--- src/rtl/addsub_scheduler_pkg.sv ---
// Shared types and constants for the two-requester add/sub burst scheduler.
// The datapath latency is fixed by the external adder/subtractor and sizes the tag pipeline.
package addsub_scheduler_pkg;

  localparam int LAT = 2;

  localparam logic SEL_A = 1'b0;
  localparam logic SEL_Z = 1'b1;

  typedef enum logic {
    IDLE = 1'b0,
    RUN  = 1'b1
  } state_e;

  typedef struct packed {
    logic valid;
    logic first;
    logic last;
    logic id;
  } tag_t;

endpackage

--- src/rtl/addsub_scheduler_arb.sv ---
// Two-way round-robin arbiter: the pointer holder wins ties, and the pointer moves
// to the other requester when the current owner finishes its burst.
module addsub_rr_arb
  import addsub_scheduler_pkg::*;
(
  input  logic       clk,
  input  logic       rst_n,
  input  logic [1:0] req,
  input  logic       advance,
  input  logic       done_id,
  output logic [1:0] gnt
);

  logic ptr_q, ptr_d;

  // NOTE: every always_comb output gets a default first so no path can infer a latch.
  always_comb begin
    ptr_d = advance ? ~done_id : ptr_q;
    gnt   = 2'b00;
    if (req[ptr_q]) begin
      gnt[ptr_q] = 1'b1;
    end else if (req[~ptr_q]) begin
      gnt[~ptr_q] = 1'b1;
    end
  end

  // NOTE: state registers use non-blocking assignments so all flops update together.
  always_ff @(posedge clk or negedge rst_n) begin
    if (!rst_n) ptr_q <= 1'b0;
    else        ptr_q <= ptr_d;
  end

endmodule

--- src/rtl/addsub_scheduler.sv ---
// Burst scheduler sharing one registered add/sub datapath between two requesters;
// a tag pipeline matching the datapath latency collects one final sum per burst.
module addsub_scheduler
  import addsub_scheduler_pkg::*;
#(
  parameter int N  = 16,
  parameter int LW = 8
) (
  input  logic          Clock,
  input  logic          Resetn,
  input  logic [1:0]    req,
  input  logic [N-1:0]  a0,
  input  logic [N-1:0]  a1,
  input  logic [LW-1:0] len0,
  input  logic [LW-1:0] len1,
  input  logic [N-1:0]  b0,
  input  logic [N-1:0]  b1,
  input  logic [1:0]    sub,
  input  logic [1:0]    bvalid,
  output logic [1:0]    grant,
  output logic [1:0]    take,
  output logic [N-1:0]  dp_a,
  output logic [N-1:0]  dp_b,
  output logic          dp_sel,
  output logic          dp_addsub,
  input  logic [N-1:0]  dp_z,
  input  logic          dp_ovf,
  output logic          res_valid,
  output logic          res_id,
  output logic [N-1:0]  res_z,
  output logic          res_ovf,
  output logic          busy
);

  state_e          state_q, state_d;
  logic            owner_q, owner_d;
  logic            first_q, first_d;
  logic [LW-1:0]   rem_q, rem_d;
  logic [N-1:0]    a_q, a_d;
  tag_t [LAT-1:0]  pipe_q, pipe_d;
  logic            ovf_acc_q, ovf_acc_d;
  logic            res_valid_q, res_valid_d;
  logic            res_id_q, res_id_d;
  logic [N-1:0]    res_z_q, res_z_d;
  logic            res_ovf_q, res_ovf_d;

  logic [1:0]      arb_gnt;
  logic [LW-1:0]   len_sel;
  logic            issue, last_beat, advance, ovf_now;
  tag_t            new_tag, tail;

  addsub_rr_arb u_arb (
    .clk     (Clock),
    .rst_n   (Resetn),
    .req     (req),
    .advance (advance),
    .done_id (owner_q),
    .gnt     (arb_gnt)
  );

  always_comb begin
    state_d   = state_q;
    owner_d   = owner_q;
    first_d   = first_q;
    rem_d     = rem_q;
    a_d       = a_q;
    take      = 2'b00;
    dp_a      = '0;
    dp_b      = '0;
    dp_sel    = SEL_A;
    dp_addsub = 1'b0;
    issue     = 1'b0;
    advance   = 1'b0;
    last_beat = (rem_q == LW'(1));
    len_sel   = arb_gnt[1] ? len1 : len0;

    case (state_q)
      IDLE: begin
        if (|arb_gnt) begin
          state_d = RUN;
          owner_d = arb_gnt[1];
          first_d = 1'b1;
          a_d     = arb_gnt[1] ? a1 : a0;
          rem_d   = (len_sel == '0) ? LW'(1) : len_sel;
        end
      end
      RUN: begin
        if (bvalid[owner_q]) begin
          issue          = 1'b1;
          take[owner_q]  = 1'b1;
          dp_b           = owner_q ? b1 : b0;
          dp_addsub      = sub[owner_q];
          rem_d          = rem_q - LW'(1);
          if (first_q) begin
            dp_a    = a_q;
            first_d = 1'b0;
          end else begin
            dp_sel = SEL_Z;
          end
          if (last_beat) begin
            state_d = IDLE;
            advance = 1'b1;
          end
        end else if (!first_q) begin
          // Hold beat: Z + 0 keeps the partial sum alive through a bubble.
          dp_sel = SEL_Z;
        end
      end
      default: state_d = IDLE;
    endcase
  end

  // The tag pipeline tail lines up with dp_z/dp_ovf of the same beat.
  always_comb begin
    new_tag     = issue ? tag_t'{valid: 1'b1, first: first_q, last: last_beat, id: owner_q}
                        : tag_t'('0);
    pipe_d      = {pipe_q[LAT-2:0], new_tag};
    tail        = pipe_q[LAT-1];
    ovf_now     = tail.first ? dp_ovf : (ovf_acc_q | dp_ovf);
    ovf_acc_d   = ovf_acc_q;
    res_valid_d = 1'b0;
    res_id_d    = res_id_q;
    res_z_d     = res_z_q;
    res_ovf_d   = res_ovf_q;
    if (tail.valid) begin
      ovf_acc_d = ovf_now;
      if (tail.last) begin
        res_valid_d = 1'b1;
        res_id_d    = tail.id;
        res_z_d     = dp_z;
        res_ovf_d   = ovf_now;
      end
    end
  end

  always_ff @(posedge Clock or negedge Resetn) begin
    if (!Resetn) begin
      state_q     <= IDLE;
      owner_q     <= 1'b0;
      first_q     <= 1'b0;
      rem_q       <= '0;
      a_q         <= '0;
      pipe_q      <= '0;
      ovf_acc_q   <= 1'b0;
      res_valid_q <= 1'b0;
      res_id_q    <= 1'b0;
      res_z_q     <= '0;
      res_ovf_q   <= 1'b0;
    end else begin
      state_q     <= state_d;
      owner_q     <= owner_d;
      first_q     <= first_d;
      rem_q       <= rem_d;
      a_q         <= a_d;
      pipe_q      <= pipe_d;
      ovf_acc_q   <= ovf_acc_d;
      res_valid_q <= res_valid_d;
      res_id_q    <= res_id_d;
      res_z_q     <= res_z_d;
      res_ovf_q   <= res_ovf_d;
    end
  end

  always_comb begin
    grant = 2'b00;
    if (state_q == RUN) grant[owner_q] = 1'b1;
    busy = (state_q != IDLE);
    for (int i = 0; i < LAT; i++) busy = busy | pipe_q[i].valid;
  end

  assign res_valid = res_valid_q;
  assign res_id    = res_id_q;
  assign res_z     = res_z_q;
  assign res_ovf   = res_ovf_q;

endmodule

--- config.mk ---
export PLATFORM = sky130hd
export DESIGN_NAME = addsub_scheduler
export DESIGN_NICKNAME = d
export VERILOG_FILES = /design/src/rtl/addsub_scheduler_pkg.sv /design/src/rtl/addsub_scheduler_arb.sv /design/src/rtl/addsub_scheduler.sv
export SDC_FILE = /design/constraint.sdc
export NUM_CORES = 1
export LEC_CHECK = 0
export CAP_MARGIN = 5
export CORE_ASPECT_RATIO = 1.2
export CORE_UTILIZATION = 35
export CTS_CLUSTER_DIAMETER = 50
export CTS_CLUSTER_SIZE = 30
export DETAILED_ROUTE_END_ITERATION = 10
export GPL_TIMING_DRIVEN = 1
export HOLD_SLACK_MARGIN = 0.05
export PLACE_DENSITY = 0.83
export REMOVE_ABC_BUFFERS = 1
export SETUP_SLACK_MARGIN = 0.4
export SYNTH_ARGS = -nofsm -noshare
export SYNTH_HDL_FRONTEND = slang
export SYNTH_SLANG_ARGS = --single-unit
--- constraint.sdc ---
create_clock -name Clock -period 2.5 [get_ports Clock]
set_clock_uncertainty 0.1 [all_clocks]
set_input_delay 0.5 -clock Clock [delete_from_list [all_inputs] [get_ports Clock]]
set_output_delay 0.5 -clock Clock [all_outputs]
set_load 0.01 [all_outputs]
# ---- After elaboration in Yosys (flattened, before gate mapping)
# Cells that the tools add are included.
dict set report op_classes {
  reduce_logical 8
  addsub 1
  muxes 51
  n_lt_le_gt_ge 6
  n_eq_ne 3
  n_bitwise 6
}
# operator count
set op_table {}
lappend op_table {{16-bit two-way mux} 7}
lappend op_table {{8-bit two-way mux} 4}
lappend op_table {{1-bit two-way mux} 28}
lappend op_table {{8-bit one-hot mux with 2 select lines} 1}
lappend op_table {{2-bit two-way mux} 5}
lappend op_table {{8-bit by 1-bit equality test with 1-bit output (second input constant)} 1}
lappend op_table {{8-bit logical NOT} 1}
lappend op_table {{8-bit by 1-bit subtractor with 8-bit output (second input constant)} 1}
lappend op_table {{1-bit by 2-bit < comparator with 1-bit output (second input constant)} 3}
lappend op_table {{2-bit AND reduction} 3}
lappend op_table {{4-bit two-way mux} 1}
lappend op_table {{1-bit one-hot mux with 2 select lines} 2}
lappend op_table {{1-bit demux with 1-bit select} 3}
lappend op_table {{1-bit greater-or-equal comparator (second input constant)} 3}
lappend op_table {{1-bit logical AND} 3}
lappend op_table {{1-bit NOT} 3}
lappend op_table {{1-bit bitwise OR} 3}
lappend op_table {{2-bit by 1-bit != test with 1-bit output (second input constant)} 1}
lappend op_table {{2-bit != test (second input constant)} 1}
lappend op_table {{2-bit OR reduction} 1}
dict set report totals {
  ff_bits 56
  in_bits 105
  elab_cells 94
  out_inout_bits 58
}

# ---- Longest topological paths before layout
# Gate-level depths: netlist of run 1.
dict set report depth {
  word_depth 12
  ltp_mapped 6
  mapped_depth_nobuf 6
}

# ---- By module
# A second synthesis of run 1 with hierarchy kept.
dict set report hier_totals {
  cells_unflattened 286
  area_unflattened_um2 2965.3
}
# mod cells_each seq_area_each_um2 area_per_inst_um2 instances
set modules_own_cells {}
lappend modules_own_cells {addsub_scheduler 281 1376.3 2911.5 1}
lappend modules_own_cells {addsub_rr_arb 5 25.0 53.8 1}

# ---- Worst setup path before layout of run 1
# Ideal clock, no wire load.
dict set report synth_path {
  path_kind {reg-to-output}
  start {register owner_q}
  end {output port dp_a[10]}
  required_time_ns 1.900
  path_stages_with_launch 7
  arrival_time_ns 1.466
  n_path_buf 3
  path_slack_ns 0.434
  path_cell_list {dfrtp_1 buf_2 mux2_2 and3_1 buf_2 buf_2 and2_1}
}
dict set report synth_via {
  elab_chain_cells 4
}
# item line
set synth_lines {}
lappend synth_lines {{start, declared} addsub_scheduler.sv:36} ;# logic owner_q, owner_d;
lappend synth_lines {{start signal, assigned} addsub_scheduler.sv:151} ;# owner_q <= owner_d;
lappend synth_lines {{1-bit two-way mux (implied by the code) (2 in series)} addsub_scheduler.sv:88} ;# if (bvalid[owner_q]) begin
lappend synth_lines {{16-bit two-way mux} addsub_scheduler.sv:88}
lappend synth_lines {{16-bit two-way mux} addsub_scheduler.sv:77} ;# case (state_q)
lappend synth_lines {{end, declared} addsub_scheduler.sv:22} ;# output logic [N-1:0] dp_a,
# Every way passes these cells. The select of a mux whose other input is x is not followed.

# ---- Final worst setup path of run 1
dict set report layout_path {
  start {input port bvalid[0]}
  end {output port dp_a[1]}
}
dict set report layout_via {
  elab_chain_cells 4
}
# item line
set layout_lines {}
lappend layout_lines {{start, declared} addsub_scheduler.sv:19} ;# input logic [1:0] bvalid,
lappend layout_lines {{1-bit two-way mux (implied by the code) (2 in series)} addsub_scheduler.sv:88}
lappend layout_lines {{16-bit two-way mux} addsub_scheduler.sv:88}
lappend layout_lines {{16-bit two-way mux} addsub_scheduler.sv:77}
# Every way passes these cells. The select of a mux whose other input is x is not followed.

==> results.json, run 1 <==
{
  "status": "finished clean",
  "post-synth-top-count-cell": "dfrtp_1",
  "rsz0062_at_grt": "yes",
  "rrSetupSlack_ns": 0.60,
  "avgRoutedWirePerCell_um": 14.37,
  "slew_headroom": 0.4923,
  "crit_type": "input port to output port",
  "nets": 566,
  "crit_fanout": 4,
  "diodes": 0,
  "period_needed_ns": 2.255,
  "cts.sinks": 56,
  "crit_chain": "dlygate4sd2_1 > mux2_4 > and3_4 > clkbuf_16 > and2_4 > buf_6",
  "track_usage": 0.1808,
  "postSynthAreaPerCell_um2": 10.30,
  "grt_pass1_wl_um": 12540,
  "drive_above_1_share": 0.2380,
  "worst_ep_required_time_ns": 1.90,
  "grt.overflow.total": 0,
  "worstMarginPinSlew_ns": 0.7597,
  "grt_max_degree": 33,
  "worst_ir_drop_vdd_mv": 0.2445,
  "cts_tree": "done",
  "finalHoldViolCount": 0,
  "synth.distinct_cells": 47,
  "die_x_um": 85.89,
  "hold_end": "pipe_q[6]$_DFF_PN0_",
  "dp_slack_ns": -0.3307,
  "clockBufferDepth": 2,
  "dieHeight_um": 102.7,
  "clkTransAtPathRegs_ns": 0.09,
  "rr_endpoint": "rem_q[2]$_DFFE_PN0P_",
  "postPlaceCellArea_um2": 4742,
  "die-area_um2": 8817,
  "h-tree-depth": 2,
  "drt_iter0_markers": 69,
  "num_rows": 36,
  "yosys_most_used_dff": "dfrtp_1",
  "async_reset_ff_frac": 1.000,
  "antenna_left": 0,
  "hp-class": "register to register",
  "synth_common_cells": "56 x dfrtp_1, 36 x mux2i_1, 28 x nand2_1",
  "final_core_utilization": 0.6110,
  "yosysWarnings": 0,
  "synth_area_um2": 2955,
  "fin_ws_ns": 0.2448,
  "synth_edf_count": 0,
  "maxCapViolCount": 0,
  "routabilityCongestion": 0.8548,
  "yosys.area.top_type": "dfrtp_1",
  "netlist.area_leader.share": 0.4742,
  "drc": 0,
  "netlist_instances": 287,
  "r2r_cells": 6,
  "drv_slew": 0,
  "synth_seq_area_share": 0.4742,
  "viasPerCell": 4.823,
  "stdcell_area_um2": 4981,
  "ys_ff_latch": 56,
  "critical-path-max-stage-delay_ns": 0.29,
  "initial_core_util": 0.3625,
  "worstReg2RegStart": "state_q$_DFF_PN0_",
  "crit_arrival_ns": 1.66,
  "wl_um": 8220,
  "synthToLayoutAreaGrowth_pct": 68.54,
  "first_pass_iters": 4,
  "root_buffer": "clkbuf_8",
  "antenna_found_initial": 0,
  "portBuffers": 162,
  "post-route-period-util": 0.9021,
  "dp.final_hpwl_um": 6132,
  "grt_pass1_vias": 2667,
  "holdCritStartpoint": "pipe_d[6]$_DFF_PN0_",
  "crit_path_end_kind": "output port",
  "setup.worst_path.start_class": "input port",
  "num_vias": 2759,
  "fmax_mhz": 443.4,
  "core_area_um2": 8153,
  "powerDensity_nw_per_um2": 486.7,
  "ioPinCount": 163,
  "worst_skew_pair.late_latency_ns": 0.29,
  "setup_violations": 0,
  "leakagePower_uw": 0.002224,
  "synth_area_leaders": "dfrtp_1 47%, mux2i_1 12%, mux2_2 6.9%",
  "critical-path-slowest-cell": "mux2_4",
  "whs_path_depth": 0,
  "numCtsBuffers": 5,
  "p_total_uw": 2424
}
## per-stage QoR
| step | std cells | hold WS, ns | TNS [ns] |
|---|---|---|---|
| after floorplan | 268 | 0.1044 | 0 |
| after global placement | 558 | 0.2320 | -10.14 |
| after detailed placement | 558 | 0.2347 | -10.33 |
| after CTS | 570 | 0.2573 | 0 |
| after global routing | 572 | 0.2620 | 0 |
| final | 572 | 0.2549 | 0 |
## cells in the final DEF (no fill, tap or decap), types with 2 or more instances in the layout
| master | count |
|---|---|
| buf_12 | 3 |
| clkbuf_8 | 5 |
| and2_4 | 16 |
| mux2_2 | 17 |
| dlygate4sd2_1 | 6 |
| a221o_1 | 2 |
| o21ai_1 | 20 |
| a21oi_1 | 8 |
| nand2_8 | 2 |
| nand3_1 | 4 |
| clkdlybuf4s50_1 | 120 |
| buf_6 | 17 |
| buf_2 | 2 |
| a31o_2 | 3 |
| nor2_1 | 24 |
| buf_16 | 2 |
| ha_1 | 2 |
| clkbuf_2 | 17 |
| a21boi_0 | 3 |
| and3_1 | 3 |
| mux2i_1 | 35 |
| nor3_1 | 5 |
| dfrtp_1 | 56 |
| and2_1 | 2 |
| inv_1 | 5 |
| nor4_1 | 2 |
| nand2_1 | 28 |
| nand2b_1 | 3 |
| o22ai_1 | 2 |
| buf_4 | 13 |
## area by class of cell
type / count / area, um2
tap: 114 / 142.6
clock buffer: 5 / 68.82
clock inverter: 1 / 30.03
multi-input combinational: 207 / 1518
inverter: 6 / 22.52
timing repair buffer: 183 / 1798
sequential: 56 / 1401
fill: 681 / 3172
## kinds of logic after synthesis
logic type,Yosys count,synth area share
and+or+nand+nor,98,0.1651
AOI/OAI and AO/OA,51,0.1156
DFF,56,0.4742
muxes,55,0.1943
buffers and inverters,25,0.04233
adders and majority gates,2,0.008466
## metal layers
layer	vias to the layer above	wire length, um	global-route usage
li1	1353	-	-
met1	1315	3216	0.2111
met2	83	4632	0.3437
met3	8	285	0.02402
met4	0	85	0.05385
met5	-	0	0
## state kept, by name, summed over array words and instances (netlist names)
name         cells
a_q             16
first_q          1
ovf_acc_q        1
owner_q          1
pipe_d           4
pipe_q           4
rem_q            8
res_id           1
res_ovf          1
res_valid        1
res_z           16
state_q          1
u_arb.ptr_q      1
## report_power, final
part	total [uW]	switching, uW	internal, uW
Clock	559	271	288
Combinational	726	306	420
Sequential	1140	112	1030
Total	2420	689	1740
## timing repair
item / in CTS / in global routing
gates resized for setup: 99 / 74
buffers inserted: 3 / 0
hold endpoints to repair: 16 / 0
setup endpoints to repair: 39 / 35
hold buffers: 1 / 0
cloned: 2 / 2
pin swaps: 3 / 10
## worst max-delay path, delay by kind of cell
kind	cells	cell delay (ns)
buffers and inverters	3	0.52
multiplexers	1	0.29
AND/OR/NAND/NOR	2	0.35
## worst max path at each step
stage	from	endpoint	slack, ns
2_1_floorplan	owner_q$_DFFE_PN0P_	dp_a[0]	0.06
3_3_place_gp	bvalid[0]	dp_a[3]	-0.33
3_5_place_dp	bvalid[0]	dp_a[10]	-0.33
4_1_cts	owner_q$_DFFE_PN0P_	dp_b[7]	0.23
5_1_grt	owner_q$_DFFE_PN0P_	dp_a[1]	0.20
6_report	bvalid[0]	dp_a[1]	0.24
No activity file was read; power rests on OpenSTA's default activity.
==> run 2: changes to the inputs <==
PLACE_DENSITY = 0.85   (was 0.83)
==> run 2 against run 1 <==
Net effect:
- non-clock buffer count decreased by 4
- sequential share of layout area increased by 0.92 points
- wire length decreased by 3.3%
- largest cell class unchanged
- first-iteration DRC count increased by 10%
- die area unchanged
- highest routed layer unchanged
- sequential power about the same
- final cell count decreased by 0.35%
- critical endpoint is now dp_a[0]
- utilization decreased by 1.9 points
- via count decreased by 1.5%
- maximum frequency decreased by 1.2%
- worst setup slack got worse by 0.028 ns
==> results.json, run 2 (synthesis results as in run 1) <==
{
  "critical-path-max-stage-delay_ns": 0.44,
  "post-route-period-util": 0.9133,
  "layout_common_cells": "122 x clkdlybuf4s50_1, 55 x dfrtp_1, 36 x mux2i_1",
  "worst_skew_pair.late_latency_ns": 0.31,
  "crit_chain": "mux2_4 > and3_4 > buf_12 > and2_1 > buf_2",
  "worstMarginPinSlew_ns": 0.7407,
  "critPathBufInv": 2,
  "dp.final_hpwl_um": 6275,
  "drv_slew": 0,
  "critical-path-slowest-cell": "dfrtp_1",
  "final_common_cell": "clkdlybuf4s50_1",
  "final_core_utilization": 0.5921,
  "fin_ws_ns": 0.2167,
  "crit_type": "register to output port",
  "status": "finished clean",
  "setup.worst_path.start_class": "register",
  "dp_slack_ns": -0.3950,
  "dieHeight_um": 102.7,
  "period_needed_ns": 2.283,
  "initial_core_util": 0.3625,
  "drc": 0,
  "cts.sinks": 56,
  "drive_above_1_share": 0.1996,
  "wl_um": 7947,
  "crit_path_end_kind": "output port",
  "routabilityCongestion": 0.8109,
  "postPlaceCellArea_um2": 4747,
  "whs_ns": 0.08524,
  "viasPerCell": 4.767,
  "avgRoutedWirePerCell_um": 13.94,
  "portBuffers": 162,
  "grt.overflow.total": 0,
  "worst_ir_drop_vdd_mv": 0.2448,
  "slew_headroom": 0.5050,
  "numCtsBuffers": 5,
  "grt_max_degree": 36,
  "hp-class": "input port to asynchronous set/reset pin",
  "nets": 562,
  "core_area_um2": 8153,
  "stdcell_area_um2": 4827,
  "rsz0062_at_grt": "yes",
  "antenna_left": 0,
  "clockBufferDepth": 2,
  "die-area_um2": 8817,
  "grt_pass1_vias": 2645,
  "finalHoldViolCount": 0,
  "num_vias": 2717,
  "first_pass_iters": 4,
  "maxCapViolCount": 0,
  "cts_tree": "done",
  "die_x_um": 85.89,
  "crit_fanout": 17,
  "multi_input_area_um2": 1474,
  "grt_pass1_wl_um": 12650,
  "crit_arrival_ns": 1.68,
  "root_buffer": "clkbuf_8",
  "drt_iter0_markers": 76,
  "worst_ep_required_time_ns": 1.90,
  "setup_violations": 0,
  "clkTransAtPathRegs_ns": 0.10,
  "antenna_found_initial": 0,
  "h-tree-depth": 2,
  "track_usage": 0.1824,
  "leakagePower_uw": 0.002159,
  "ioPinCount": 163,
  "regArea_um2": 1403,
  "fillers": 728,
  "diodes": 0,
  "tns_ns": 0,
  "cp_top_family": "flip-flops",
  "fmax_mhz": 438.0,
  "synthToLayoutAreaGrowth_pct": 63.34,
  "powerDensity_nw_per_um2": 506.6,
  "num_rows": 36
}
[run 2: through the flow]
stage / instances / power (uW)
6_report: 570 / 2445
5_1_grt: 570 / 2597
4_1_cts: 570 / 2476
3_5_place_dp: 557 / 1875
3_3_place_gp: 557 / 1835
2_1_floorplan: 268 / 1459
[run 2: where the power goes]
part	switching (uW)	total [uW]	internal, uW
Sequential	110	1140	1030
Combinational	300	711	411
Clock	295	597	302
Total	705	2450	1740
[run 2: path summary, 6_finish.rpt]
check	from	end	slack (ns)	depth (start not counted)
max	owner_q$_DFFE_PN0P_	dp_a[0]	0.22	5
max reg2reg	rem_q[0]$_DFFE_PN0P_	rem_q[7]$_DFFE_PN0P_	0.63	4
min reg2reg	pipe_d[5]$_DFF_PN0_	pipe_q[5]$_DFF_PN0_	0.25	0
min	Resetn	res_z[3]$_DFFE_PN0P_	0.09	1
max in group asynchronous	Resetn	state_q$_DFF_PN0_	1.63	2
min in group Clock	pipe_d[5]$_DFF_PN0_	pipe_q[5]$_DFF_PN0_	0.25	0
[run 2: per-layer routing]
metal	GRT usage	vias up	wire length, um
met5	0	-	0
met3	0.02962	4	295
li1	-	1338	-
met2	0.3608	81	4551
met4	0.04231	0	55
met1	0.2028	1294	3045
[run 2: timing repair]
item,in CTS,in global routing
setup buffers,4,0
gates resized for setup,129,12
endpoints found under the setup margin,39,36
gates cloned,1,0
hold buffers,0,0
pin swaps,1,0
[run 2: final cells by class]
cell class	instances	area share
multi-input combinational	207	0.3053
sequential	56	0.2906
timing repair buffer	179	0.3458
inverter	6	0.004666
tap	114	0.02955
clock inverter	3	0.009850
clock buffer	5	0.01426
==> run 3: changes to the inputs <==
CORE_MARGIN = 4   (was not set)
==> run 3 against run 2 <==
Net effect:
- combinational power increased by 3.4%
- largest cell class unchanged
- clock-buffer cell count unchanged
- via count increased by 3.9%
- total power decreased by 2.6%
- hold slack improved by 0.027 ns
- critical path depth decreased by 1
- largest power group unchanged
- highest routed layer unchanged
- cell area increased by 5.0%
==> results.json, run 3 (synthesis results as in run 1) <==
{
  "status": "finished clean",
  "critical-path-slowest-cell": "dfrtp_2",
  "clkTransAtPathRegs_ns": 0.11,
  "crit_fanout": 5,
  "instances_no_fill": 581,
  "crit_arrival_ns": 1.57,
  "avgRoutedWirePerCell_um": 15.88,
  "rsz0062_at_grt": "yes",
  "grt_pass1_wl_um": 14130,
  "slew_headroom": 0.4816,
  "numCtsBuffers": 5,
  "track_usage": 0.1781,
  "power_switching_uw": 731.4,
  "cts.sinks": 56,
  "grt.overflow.total": 0,
  "worst_skew_pair.late_latency_ns": 0.31,
  "p_clk_frac": 0.212,
  "powerDensity_nw_per_um2": 470.2,
  "drt_iter0_markers": 79,
  "setup.worst_path.start_class": "register",
  "grt_max_degree": 35,
  "cts_tree": "done",
  "portBuffers": 162,
  "drive_above_1_share": 0.2591,
  "num_vias": 2823,
  "dieHeight_um": 108.7,
  "core_area_um2": 8198,
  "worstReg2RegStart": "state_q$_DFF_PN0_",
  "maxCapViolCount": 0,
  "crit_path_end_kind": "output port",
  "worst_ep_required_time_ns": 1.90,
  "hp-class": "input port to asynchronous set/reset pin",
  "h-tree-depth": 2,
  "cts_hold_buf": 0,
  "crit_chain": "mux2_4 > and3_4 > and2_4 > buf_6",
  "combPwrFrac": 0.309,
  "fmax_mhz": 460.2,
  "setup_violations": 0,
  "dp_cells": 555,
  "antenna_left": 0,
  "p_seq_frac": 0.479,
  "worst_ir_drop_vdd_mv": 0.2295,
  "intPower_uw": 1651,
  "rr_endpoint": "rem_q[2]$_DFFE_PN0P_",
  "first_pass_iters": 4,
  "grt_pass1_vias": 2950,
  "routabilityCongestion": 0.8302,
  "rrSetupSlack_ns": 0.57,
  "die-area_um2": 9984,
  "critical-path-max-stage-delay_ns": 0.45,
  "finalHoldViolCount": 0,
  "period_needed_ns": 2.173,
  "drv_slew": 0,
  "drc": 0,
  "ioPinCount": 163,
  "final_common_cell": "clkdlybuf4s50_1",
  "swShare": 0.3070,
  "layout_common_cells": "120 x clkdlybuf4s50_1, 54 x dfrtp_1, 36 x mux2i_1",
  "whs_ns": 0.1127,
  "root_buffer": "clkbuf_8",
  "num_rows": 36,
  "post-route-period-util": 0.8693,
  "initial_core_util": 0.3605,
  "die_x_um": 91.89,
  "wl_um": 9228,
  "viasPerCell": 4.859,
  "final_core_utilization": 0.6180,
  "r2r_cells": 7,
  "worstMarginPinSlew_ns": 0.7758,
  "nets": 573,
  "antenna_found_initial": 0,
  "dp.final_hpwl_um": 6711,
  "leakagePower_uw": 0.002275,
  "clockBufferDepth": 2,
  "synthToLayoutAreaGrowth_pct": 71.42,
  "crit_type": "register to output port",
  "diodes": 0
}
## run 3: cell types whose count changed in the layout (fill, tap and decap cells not counted), moves of 4 or more
cell	previous run	this run
and2_1	18	2
and2_4	0	16
buf_2	24	18
buf_4	12	16
buf_6	2	17
clkdlybuf4s15_2	6	0
## run 3: what timing repair did
item	4_1_cts	5_1_grt
endpoints found under the setup margin	39	34
cloned	5	2
pin swaps	17	3
gates resized for setup	180	18
setup buffers	4	7
## run 3: power groups by stage
stage               clock [uW]  sequential (uW)  combinational [uW]
finish                     505             1140                 735
global route               558             1160                 807
CTS                        523             1140                 730
detailed placement           0             1150                 717
global placement             0             1140                 693
floorplan                    0             1150                 311
## run 3: stage by stage
step	worst slack, ns	cell area, um2	setup TNS, ns	power [uW]
2_1_floorplan	0.06394	2853	0	1459
3_3_place_gp	-0.5112	4707	-12.92	1837
3_5_place_dp	-0.5141	4707	-13.55	1868
4_1_cts	0.2880	4902	0	2391
5_1_grt	0.2831	5066	0	2524
6_report	0.3269	5066	0	2382
## run 3: worst max-delay path by stage
stage | to | from | slack, ns
2_1_floorplan | dp_a[0] | owner_q$_DFFE_PN0P_ | 0.06
3_3_place_gp | dp_a[9] | bvalid[0] | -0.51
3_5_place_dp | dp_a[9] | bvalid[1] | -0.51
4_1_cts | dp_a[9] | owner_q$_DFFE_PN0P_ | 0.29
5_1_grt | dp_a[15] | owner_q$_DFFE_PN0P_ | 0.28
6_report | dp_a[14] | owner_q$_DFFE_PN0P_ | 0.33
## run 3: per-layer routing
layer  global-route usage  wire length, um  up-vias  share of wire
li1                     -                -     1373              -
met1               0.1914             3361     1333           0.36
met2               0.3419             5181       91           0.56
met3              0.03589              394       26          0.043
met4              0.06794              291        0          0.032
met5                    0                0        -              0
## run 3: layout make-up
cell class	instances	area [um2]
sequential	56	1404
fill	696	3132
clock inverter	3	23.77
multi-input combinational	211	1564
tap	114	142.6
clock buffer	5	68.82
inverter	6	22.52
timing repair buffer	186	1841
## run 3: worst max-delay path, delay by kind of cell (launching register included)
kind                   cells  cell delay, ns
buffers and inverters      1            0.12
DFF                        1            0.45
muxes                      1            0.35
and+or+nand+nor            2            0.33
==> RTL edit 1: new RTL, config.mk and constraints of run 2 <==
The parameter `N` goes from 16 to 8.
--- a/src/rtl/addsub_scheduler.sv
+++ b/src/rtl/addsub_scheduler.sv
@@ -5,3 +5,3 @@
 #(
-  parameter int N  = 16,
+  parameter int N  = 8,
   parameter int LW = 8
Ports: changed (8 resized); port bits go from 163 to 99. The function was not compared with the original's and may differ.
==> RTL edit 1 against run 2 <==
Register-to-register slack got worse by 60 ps. Cell area decreased by 29%. Highest routed layer unchanged. Wire length down 30%. Die area decreased by 27%. Sequential cell count fell by 16. Count of clock-buffer cells in the layout grew 1. Worst setup slack improved by 130 ps. Non-clock buffer count decreased by 60. Sequential power shrank 27%. Area after synthesis down 28%. Total power down 28%.
==> RTL edit 1: results (changes against run 2) <==
metric	value	unit	change
status	complete, no violations		
clock slew at reported path FFs	70	ps	-30 ps
GP Congestion	0.853		+5.1%
leakage	1.55	nW	-28%
CP arrival	1550	ps	-130 ps
Vias/cell	4.96		+4.1%
GRT Total Usage	17.8	%	-0.45 points
Pre-antenna DRT Iters	4		unchanged
GR Layer Usage met3	4.40	%	+1.4 points
initial DRC count	70		-7.9%
Port Buffers	98		-40%
setup bufs post-CTS	6		+2
dpl hpwl	3980	um	-37%
CTS Buf Count	5		unchanged
maximum VDD drop	0.000216	V	-12%
Synth warnings	0		unchanged
Async SR Flop Fraction	100	%	unchanged
Hold Path Class	input pin to async pin		
GR met2 Demand/Resource	32.5	%	-3.6 points
number of global-route vias before repair	1916		-28%
max incr delay on CP	420	ps	-20 ps
H-tree levels	2		unchanged
global-route wire length before repair	8720	um	-31%
Routed WL per cell	13.8	um	-1.0%
Post-CTS Resized	98		-24%
layout cells sized above 1	24.1	%	+4.2 points
DR WL met2	2930	um	-36%
Critical-path top delay cell	dfrtp_1		
Slew @ Worst Pin	842	ps	+102 ps
CP max FO	5		-12
grt met1 use	20.7	%	+0.42 points
family with the most delay on the worst path	flip-flops		
nets	390		-31%
met1 wire length	2270	um	-26%
Seq/Total Area, Yosys	47.1	%	-0.36 points
commonest cells in the netlist	dfrtp_1 (40), nand2_1 (21), mux2i_1 (20), nor2_1 (14), o21ai_1 (12)		
Filler cells	508		-30%
largest net degree at the start of global routing	41		+14%
Worst-Skew Late Latency	290	ps	-20 ps
met3 routed WL	289	um	-2.0%
deepest clock path buffer count	2		unchanged
DR top layer	met4		
synth unique cells	47		unchanged
antenna violations before repair	0		unchanged
Synth area leaders	dfrtp_1 (47%), mux2i_1 (9.4%), mux2_2 (5.8%)		
==> RTL edit 1: cell types whose count changed after synthesis, sizes merged, moves of 2 or more <==
cell    change
nor2       -10
nand2       -8
clkbuf      -2
mux2        -8
dfrtp      -16
mux2i      -16
and2        -8
o21ai       -8
buf         -4
==> RTL edit 1: worst paths after layout <==
path,from,to,slack [ps],cells past startpoint
min in group Clock,pipe_d[4]$_DFF_PN0_,pipe_q[4]$_DFF_PN0_,250,0
setup reg to reg,owner_q$_DFFE_PN0P_,rem_q[0]$_DFFE_PN0P_,570,8
hold reg to reg,pipe_d[4]$_DFF_PN0_,pipe_q[4]$_DFF_PN0_,250,0
max in group asynchronous,Resetn,state_q$_DFF_PN0_,1500,1
hold / removal,Resetn,pipe_d[7]$_DFF_PN0_,210,1
setup / recovery,owner_q$_DFFE_PN0P_,dp_b[1],350,6
==> RTL edit 1: where the power goes <==
part | switching, mW | leakage, nW | internal (mW)
sequential | 0.0969 | 0.478 | 0.740
combinational | 0.233 | 1.03 | 0.294
clock | 0.204 | 0.0410 | 0.189
total | 0.533 | 1.55 | 1.22
==> RTL edit 1: stage by stage <==
| step | setup slack, ps | cells | hold slack (ps) | area [um2] | util (%) |
|---|---|---|---|---|---|
| after floorplan | 386 | 195 | 104 | 2060 | - |
| after global placement | -294 | 382 | 232 | 3200 | 55.7 |
| after detailed placement | -336 | 382 | 238 | 3200 | 55.7 |
| after CTS | 251 | 397 | 242 | 3360 | 58.5 |
| after global routing | 311 | 403 | 258 | 3440 | 59.9 |
| final | 348 | 403 | 215 | 3440 | 59.9 |
==> RTL edit 1: kinds of logic (layout without fill, tap and decap cells) <==
family | Yosys count | count (layout) | synth area share, %
compound gates | 42 | 42 | 13.8
fa+ha+maj | 2 | 2 | 1.18
buf+inv | 19 | 132 | 4.41
flops | 40 | 40 | 47.1
simple gates | 74 | 76 | 18.4
mux | 31 | 31 | 15.2
==> RTL edit 1: cell type report <==
| type | count | area (um2) | area share (%) |
|---|---|---|---|
| Timing Repair Buffer | 119 | 1140 | 33.1 |
| Tap cell | 80 | 100 | 2.91 |
| Sequential cell | 40 | 1000 | 29.1 |
| Multi-Input combinational cell | 151 | 1100 | 32.0 |
| Clock inverter | 1 | 5.00 | 0.146 |
| Clock buffer | 6 | 72.6 | 2.11 |
| Inverter | 6 | 22.5 | 0.655 |
==> RTL edit 1: worst reg2reg max path: cells and delay by family, from the launching register on <==
family                 cells  cell delay, ps
buffers and inverters      5             530
multiplexers               1             340
flip-flops                 1             420
AND/OR/NAND/NOR            1              80
AO/OA/AOI/OAI              1             360
